**src/rtl/iccm_boot_loader.sv**
```systemverilog
// Stream-fed ICCM boot loader: accepts LEN/BASE/data/CSUM frames, writes ICCM,
// and releases the core reset after a good checksum plus a fixed hold delay.
module iccm_boot_loader #(
  parameter int XLEN        = 32,
  parameter int ADDR_WIDTH  = 14,
  parameter int RELEASE_DLY = 4
) (
  input  logic                  clk,
  input  logic                  rst,
  input  logic                  start,
  input  logic [XLEN-1:0]       in_data,
  input  logic                  in_valid,
  output logic                  in_ready,
  output logic                  iccm_wen,
  output logic [ADDR_WIDTH-1:0] iccm_waddr,
  output logic [XLEN-1:0]       iccm_wdata,
  output logic                  core_rst_n,
  output logic [XLEN-1:0]       reset_vector,
  output logic                  busy,
  output logic                  done,
  output logic                  err
);
  localparam int DEPTH = 1 << ADDR_WIDTH;
  localparam int CW    = ADDR_WIDTH + 1;
  localparam int HW    = (RELEASE_DLY > 1) ? $clog2(RELEASE_DLY) : 1;
  localparam logic [XLEN-1:0]       DEPTH_X = XLEN'(DEPTH);
  localparam logic [ADDR_WIDTH+1:0] DEPTH_E = (ADDR_WIDTH+2)'(DEPTH);

  typedef enum logic [2:0] {IDLE, HDR_LEN, HDR_BASE, DATA, CSUM, HOLD, RUN, ERROR} state_t;
  state_t state, state_nx;

  logic [CW-1:0]         len_q, cnt_q;
  logic [ADDR_WIDTH-1:0] base_q;
  logic [XLEN-1:0]       sum_q;
  logic [HW-1:0]         hold_q;
  logic                  xfer, len_bad, base_bad, last_data;
  logic [ADDR_WIDTH+1:0] base_end;

  assign xfer      = in_valid & in_ready;
  assign len_bad   = (in_data == '0) || (in_data > DEPTH_X);
  // BASE+LEN is evaluated one bit wider than the count so it cannot wrap.
  assign base_end  = {1'b0, in_data[ADDR_WIDTH:0]} + {1'b0, len_q};
  assign base_bad  = base_end > DEPTH_E;
  assign last_data = (cnt_q + 1'b1) == len_q;

  always_ff @(posedge clk or posedge rst) begin
    if (rst) state <= IDLE;
    else     state <= state_nx;
  end

  always_comb begin
    state_nx = state;
    case (state)
      IDLE:     if (start) state_nx = HDR_LEN;
      HDR_LEN:  if (xfer) state_nx = len_bad ? ERROR : HDR_BASE;
      HDR_BASE: if (xfer) state_nx = base_bad ? ERROR : DATA;
      DATA:     if (xfer && last_data) state_nx = CSUM;
      CSUM:     if (xfer) begin
        if (in_data != sum_q)      state_nx = ERROR;
        else if (RELEASE_DLY == 1) state_nx = RUN;
        else                       state_nx = HOLD;
      end
      HOLD:     if (hold_q == HW'(1)) state_nx = RUN;
      RUN:      if (start) state_nx = HDR_LEN;
      ERROR:    if (start) state_nx = HDR_LEN;
      default:  state_nx = IDLE;
    endcase
  end

  always_comb begin
    in_ready   = 1'b0;
    busy       = 1'b0;
    done       = 1'b0;
    err        = 1'b0;
    core_rst_n = 1'b0;
    case (state)
      HDR_LEN, HDR_BASE, DATA, CSUM: begin
        in_ready = 1'b1;
        busy     = 1'b1;
      end
      HOLD:  busy = 1'b1;
      RUN: begin
        done       = 1'b1;
        core_rst_n = 1'b1;
      end
      ERROR: err = 1'b1;
      default: ;
    endcase
  end

  always_ff @(posedge clk or posedge rst) begin
    if (rst) begin
      len_q        <= '0;
      cnt_q        <= '0;
      base_q       <= '0;
      sum_q        <= '0;
      hold_q       <= '0;
      iccm_wen     <= 1'b0;
      iccm_waddr   <= '0;
      iccm_wdata   <= '0;
      reset_vector <= '0;
    end else begin
      iccm_wen <= 1'b0;
      case (state)
        HDR_LEN: if (xfer) len_q <= in_data[CW-1:0];
        HDR_BASE: if (xfer) begin
          base_q       <= in_data[ADDR_WIDTH-1:0];
          reset_vector <= XLEN'({in_data[ADDR_WIDTH-1:0], 2'b00});
          sum_q        <= '0;
          cnt_q        <= '0;
        end
        DATA: if (xfer) begin
          sum_q      <= sum_q + in_data;
          cnt_q      <= cnt_q + 1'b1;
          iccm_wen   <= 1'b1;
          iccm_waddr <= base_q + cnt_q[ADDR_WIDTH-1:0];
          iccm_wdata <= in_data;
        end
        // HOLD spans RELEASE_DLY-1 cycles so RUN lands RELEASE_DLY cycles after CSUM.
        CSUM: if (xfer) hold_q <= HW'(RELEASE_DLY - 1);
        HOLD: hold_q <= hold_q - 1'b1;
        default: ;
      endcase
    end
  end
endmodule

```
**config.mk**
```make
export PLATFORM = sky130hd
export DESIGN_NAME = iccm_boot_loader
export DESIGN_NICKNAME = d
export VERILOG_FILES = /design/src/rtl/iccm_boot_loader.sv
export SDC_FILE = /design/constraint.sdc
export NUM_CORES = 1
export LEC_CHECK = 0
export ABC_AREA = 0
export CORE_MARGIN = 4
export CORE_UTILIZATION = 56
export DETAILED_ROUTE_END_ITERATION = 8
export HOLD_SLACK_MARGIN = 0.05
export PLACE_DENSITY = 0.81
export SETUP_SLACK_MARGIN = 0.05
export SLEW_MARGIN = 25
export SYNTH_ARGS = -nofsm -noshare
export SYNTH_HDL_FRONTEND = slang
export SYNTH_SLANG_ARGS = --single-unit
```
**constraint.sdc**
```tcl
create_clock -name clk -period 6.1 [get_ports clk]
set_clock_uncertainty 0.2 [all_clocks]
set_input_delay 1.22 -clock clk [delete_from_list [all_inputs] [get_ports clk]]
set_output_delay 1.22 -clock clk [all_outputs]
set_load 0.01 [all_outputs]
```
Word level (Yosys, flattened, before mapping). Cells that the tools add are included.

Flip-flop bits (word level): 128. Input port bits: 36. Output and inout bits: 84. Logic and storage cells: 73.

Add/sub/neg operators: 5. Magnitude comparators: 2. Equal/unequal tests: 17. Muxes and demuxes: 24. Bitwise operators: 1. Reduce and logical (&&, ||, !) cells: 15.

Operators by type and width (count): 32-bit two-way mux (2); 32-bit one-hot mux with 2 select lines (1); 32-bit adder (1); 32-bit by 15-bit greater-than comparator with 1-bit output, second input constant (1); 32-bit logical NOT (1); 32-bit != test (1); 15-bit two-way mux (2); 15-bit one-hot mux with 2 select lines (1); 3-bit two-way mux (8); 3-bit one-hot mux with 6 select lines (1); 15-bit by 15-bit adder with 16-bit output (1); 16-bit by 15-bit greater-than comparator with 1-bit output, second input constant (1); 15-bit by 1-bit adder with 15-bit output, second input constant (1); 15-bit equality test (1); 14-bit adder (1); 3-bit equality test, second input constant (4); 2-bit != test, second input constant (6); 2-bit AND reduction (4); 3-bit by 2-bit equality test with 1-bit output, second input constant (2); 1-bit two-way mux (6); 6-bit AND reduction (1); 5-bit OR reduction (1); 2-bit two-way mux (2); 2-bit one-hot mux with 2 select lines (1); other kinds (12) (13).

Longest topological paths before layout.
Word-level depth: 7. Gate-level depth with buffers: 12. Mapped depth without buffers: 12.

Worst setup path after synthesis. Ideal clock, no wire load.

Kind: input -> register. Start: input in_data[0]. End: register sum_q[30]. Setup time: 122 ps. Arrival time: 3420 ps. Required time: 5778 ps. Path slack: 2358 ps. Stages: 11. Buffers on the path: 0. Cell sequence: ha_1 -> fa_1 -> a21oi_2 -> nand4b_1 -> and3_1 -> or4_4 -> a311oi_4 -> a211oi_4 -> o21ai_1 -> mux2i_1 -> nand2_1.

Word-level cells in the longest chain between the ends: 3.

Ends and longest elaborated chain: from (decl) (line 11) `input logic [XLEN-1:0] in_data,`; 32-bit adder (line 113) `sum_q <= sum_q + in_data;`; 32-bit two-way mux (line 112) `DATA: if (xfer) begin`; 32-bit one-hot mux with 2 select lines (line 104) `case (state)`; to (signal assigned) (line 113); to (decl) (line 34) `logic [XLEN-1:0] sum_q;`.

No other way between the ends. The select of a mux whose other input is x is not followed. A chain may end at the register's enable or synchronous reset.

Final worst setup path.
Start: input in_data[0]. End: register state[2].

Word-level cells in the longest chain between the ends: 5. Elaborated cells on any way between the ends: 10. Classes of those cells: 1 x add/sub; 2 x order compare; 5 x mux; 2 x reduce/logical.

Ends and longest elaborated chain: 15-bit by 15-bit adder with 16-bit output, or another cell as far along (line 42) `assign base_end = {1'b0, in_data[ADDR_WIDTH:0]} + {1'b0, len_q};`; 16-bit by 15-bit greater-than comparator with 1-bit output or 1-bit logical OR (tied branches) (line 43, 40); 3-bit two-way mux (on tied branches) (2 in a row) (line 56, 55); 3-bit one-hot mux with 6 select lines (*) (line 53) `case (state)`; to (signal assigned) (line 48) `else state <= state_nx;`; to (decl) (line 30) `state_t state, state_nx;`.

Every way passes the cells marked *; elsewhere a longest branch is shown, timed or not. The select of a mux whose other input is x is not followed.

==> results.md <==
* Status: complete, no violations
* Reg-to-Reg End: state[2]$_DFFE_PP0P_
* Clock Tree Root: clkbuf_16
* Hold Path Cell Cnt at 2
* Max Cap Viol at 0
* Clock latency on the worst-skew pair at 430 ps
* DR WL/cell at 17.89 um
* Ant. Diodes at 0
* Hpwl dp at around 16000 um
* Post-route setup slack at 1742 ps
* Syn Inst Count at between 900 and 1000
* Mapped Avg Cell Area at 8.775 um2
* Crit path from: in_data[0]
* # DRC at 0
* FP Rows at 45
* Placer Congestion at around 0.94
* Postcts setup bufs at 0
* Starting Density at 0.5693
* Register area share after synthesis at 0.3729
* HP Class: reg -> reg
* Slew Viols, Final at 0
* Vias at 7643
* Initial antenna violation count at 0
* Total Die Area at around 0.017 mm2
* IR drop worst, VDD at 0.2861 mV
* Crit share post-route at 0.7144
* IO buf count at between 100 and 150
* Pwr dens at 585.5 mW/mm2
* Clk slew on worst S/H paths at 60 ps
* Number of global-route vias before repair at roughly 7500
* TritonCTS Buffers at 17
* Area growth from synthesis to layout at 19.76%
* Placed Area at roughly 0.0097 mm2
* Top cells by area, synth: dfrtp_1, ha_1, nand2_1
* H-tree levels at 4
* Crit Reg-Reg Startpoint: cnt_q[0]$_DFFE_PP0P_
* GRT Util Overall at 0.2669
* Ys flop type: dfrtp_1
* EDFF count, synth at 0
* Worst-path fanout max at 6
* RSZ-0062 raised after global routing: false
* Startpoint types: input pin
* Async SR Flop Fraction at 1.000
* Initial DRT Pass Iterations at 6
* TritonCTS clock tree: done
* End point of the critical path: state[2]$_DFFE_PP0P_
* F_max at ~230 MHz
* Cell Area, Synth at about 0.0086 mm2
* Largest net degree at the start of global routing at 82
* Pre-CTS setup slack at between 1000 and 1500 ps
* Die Wd at 131.9 um
* Critical path capture point type: register
* IO Count at 120
* Critical path class: in -> reg
* Static Leakage at 4.698 nW
* Clk buf depth at 2
* Initial drt markers at 503
* Worst slew pin tran at between 900 and 1000 ps
* Final ANT Viol Nets at 0
* Area leader, netlist: dfrtp_1
* Netlist cell types at 82
* Via density at around 6.0
* Slew HR at 0.3628
* FF-to-FF path depth at 10
* Reg2Reg Setup Slack at ~2600 ps
* Final setup TNS at 0 ps
* Crit path time final at 4358 ps
* Yosys top cell area share at 0.3729
* Final setup fails at 0
* Crit path DAT at about 4400 ps
* Final Hold Viols at 0
* Yosys warning count at 0
* Crit path required time at between 6000 and 7000 ps
* Seq cells post-synth at 128
* Layout cells sized above 1 at 0.08033
* Height of the chip at 131.9 um
* GR Overflow Total at 0
* Routed wire length at 22740 um
* Core area at about 0.015 mm2
* Fin area at 0.01029 mm2
* HP Start: iccm_wdata[23]$_DFFE_PP0P_
* Global-route wire length before repair at between 30000 and 40000 um
* Final core occ at 0.6818
* # clock sinks at approximately 130
* # hold bufs at CTS at 0
* Post-CTS Resized at 0
* Final Net Count at 1170
worst min-delay path by stage:
stage                     slack, ps                    endpoint
final                           270  iccm_wdata[23]$_DFFE_PP0P_
after global routing            290  iccm_wdata[19]$_DFFE_PP0P_
after CTS                       280  iccm_wdata[19]$_DFFE_PP0P_
after detailed placement        260  iccm_wdata[11]$_DFFE_PP0P_
after global placement          260  iccm_wdata[24]$_DFFE_PP0P_
after floorplan                 240        sum_q[0]$_DFFE_PP0P_
per-stage QoR:
step                      instances  power, mW  hold WS [ps]
after floorplan                 996      3.867         241.6
after global placement         1239      4.781         256.3
after detailed placement       1239      4.880         261.0
after CTS                      1271      6.014         275.2
after global routing           1271      6.483         289.8
final                          1271      6.024         268.6
report_power, final:
group	switching (mW)	internal [mW]	total, mW
Combinational	1.77	1.54	3.31
Sequential	0.397	1.25	1.64
Clock	0.389	0.684	1.07
Total	2.56	3.47	6.02
state kept, by name, indices dropped and copies added, names as in the netlist:
signal,flops
sum_q,32
hold_q,2
state,3
iccm_wdata,32
cnt_q,15
iccm_waddr,14
reset_vector,14
iccm_wen,1
len_q,15
cell families (layout without fill, tap and decap cells):
logic type,after synthesis,count (layout),synth area share
AOI/OAI and AO/OA,236,236,0.1783
other,1,18,0.0004365
adders and majority gates,64,64,0.09583
xor gates and xnor gates,62,62,0.06321
DFF,128,128,0.3729
buffers and inverters,84,171,0.04821
and+or+nand+nor,365,365,0.1917
muxes,39,39,0.04952
layout make-up:
type                            count  area (um2)
Fill cell                        1161        4801
Sequential cell                   128        3203
Timing Repair Buffer              110        1079
Clock buffer                       19       432.9
Tap cell                          188       235.2
Clock inverter                     13       187.7
Multi-Input combinational cell    784        5040
Inverter                           29       111.4
cells in the final DEF (no fill, tap or decap), types with 28 or more instances in the layout:
cell type and instances:
nand2_1 198, xnor2_1 33, nor2_1 46, mux2_2 28, o21ai_0 56, xor2_1 29, dfrtp_1 128, a21oi_1 50
clkdlybuf4s50_1 101, ha_1 61
metal layers:
metal  share of wire  routed length (um)  GRT usage  vias to the layer above
met5               0                   0          0                        -
met4           0.042                 966     0.1389                        0
met3           0.063                1425    0.05115                       74
met2            0.44               10100     0.4086                      308
met1            0.45               10260     0.3622                     3641
li1                -                   -          -                     3620
Yosys cell counts (all sizes together), types with 6 or more instances:
| master | count |
|---|---|
| nand3 | 24 |
| dfrtp | 128 |
| inv | 28 |
| o211ai | 7 |
| nor2 | 47 |
| nand4 | 6 |
| nor3 | 25 |
| a211oi | 7 |
| xor2 | 29 |
| clkbuf | 30 |
| nand2 | 200 |
| o31ai | 9 |
| mux2i | 11 |
| mux2 | 28 |
| a21oi | 52 |
| xnor2 | 33 |
| a22o | 6 |
| nor4 | 18 |
| o21bai | 6 |
| nor2b | 9 |
| ha | 61 |
| buf | 25 |
| o21ai | 82 |
| nand2b | 6 |
| a21o | 23 |
worst max-delay path, stage by stage:
cell	delay (ps)
clkdlybuf4s50_1	630
ha_1	350
fa_1	420
a21o_1	210
a21oi_1	210
xor2_1	170
o2111ai_1	120
a2111oi_0	440
nand3_1	130
o41ai_1	360
o221ai_1	180
(Power assumes the default switching activity.)
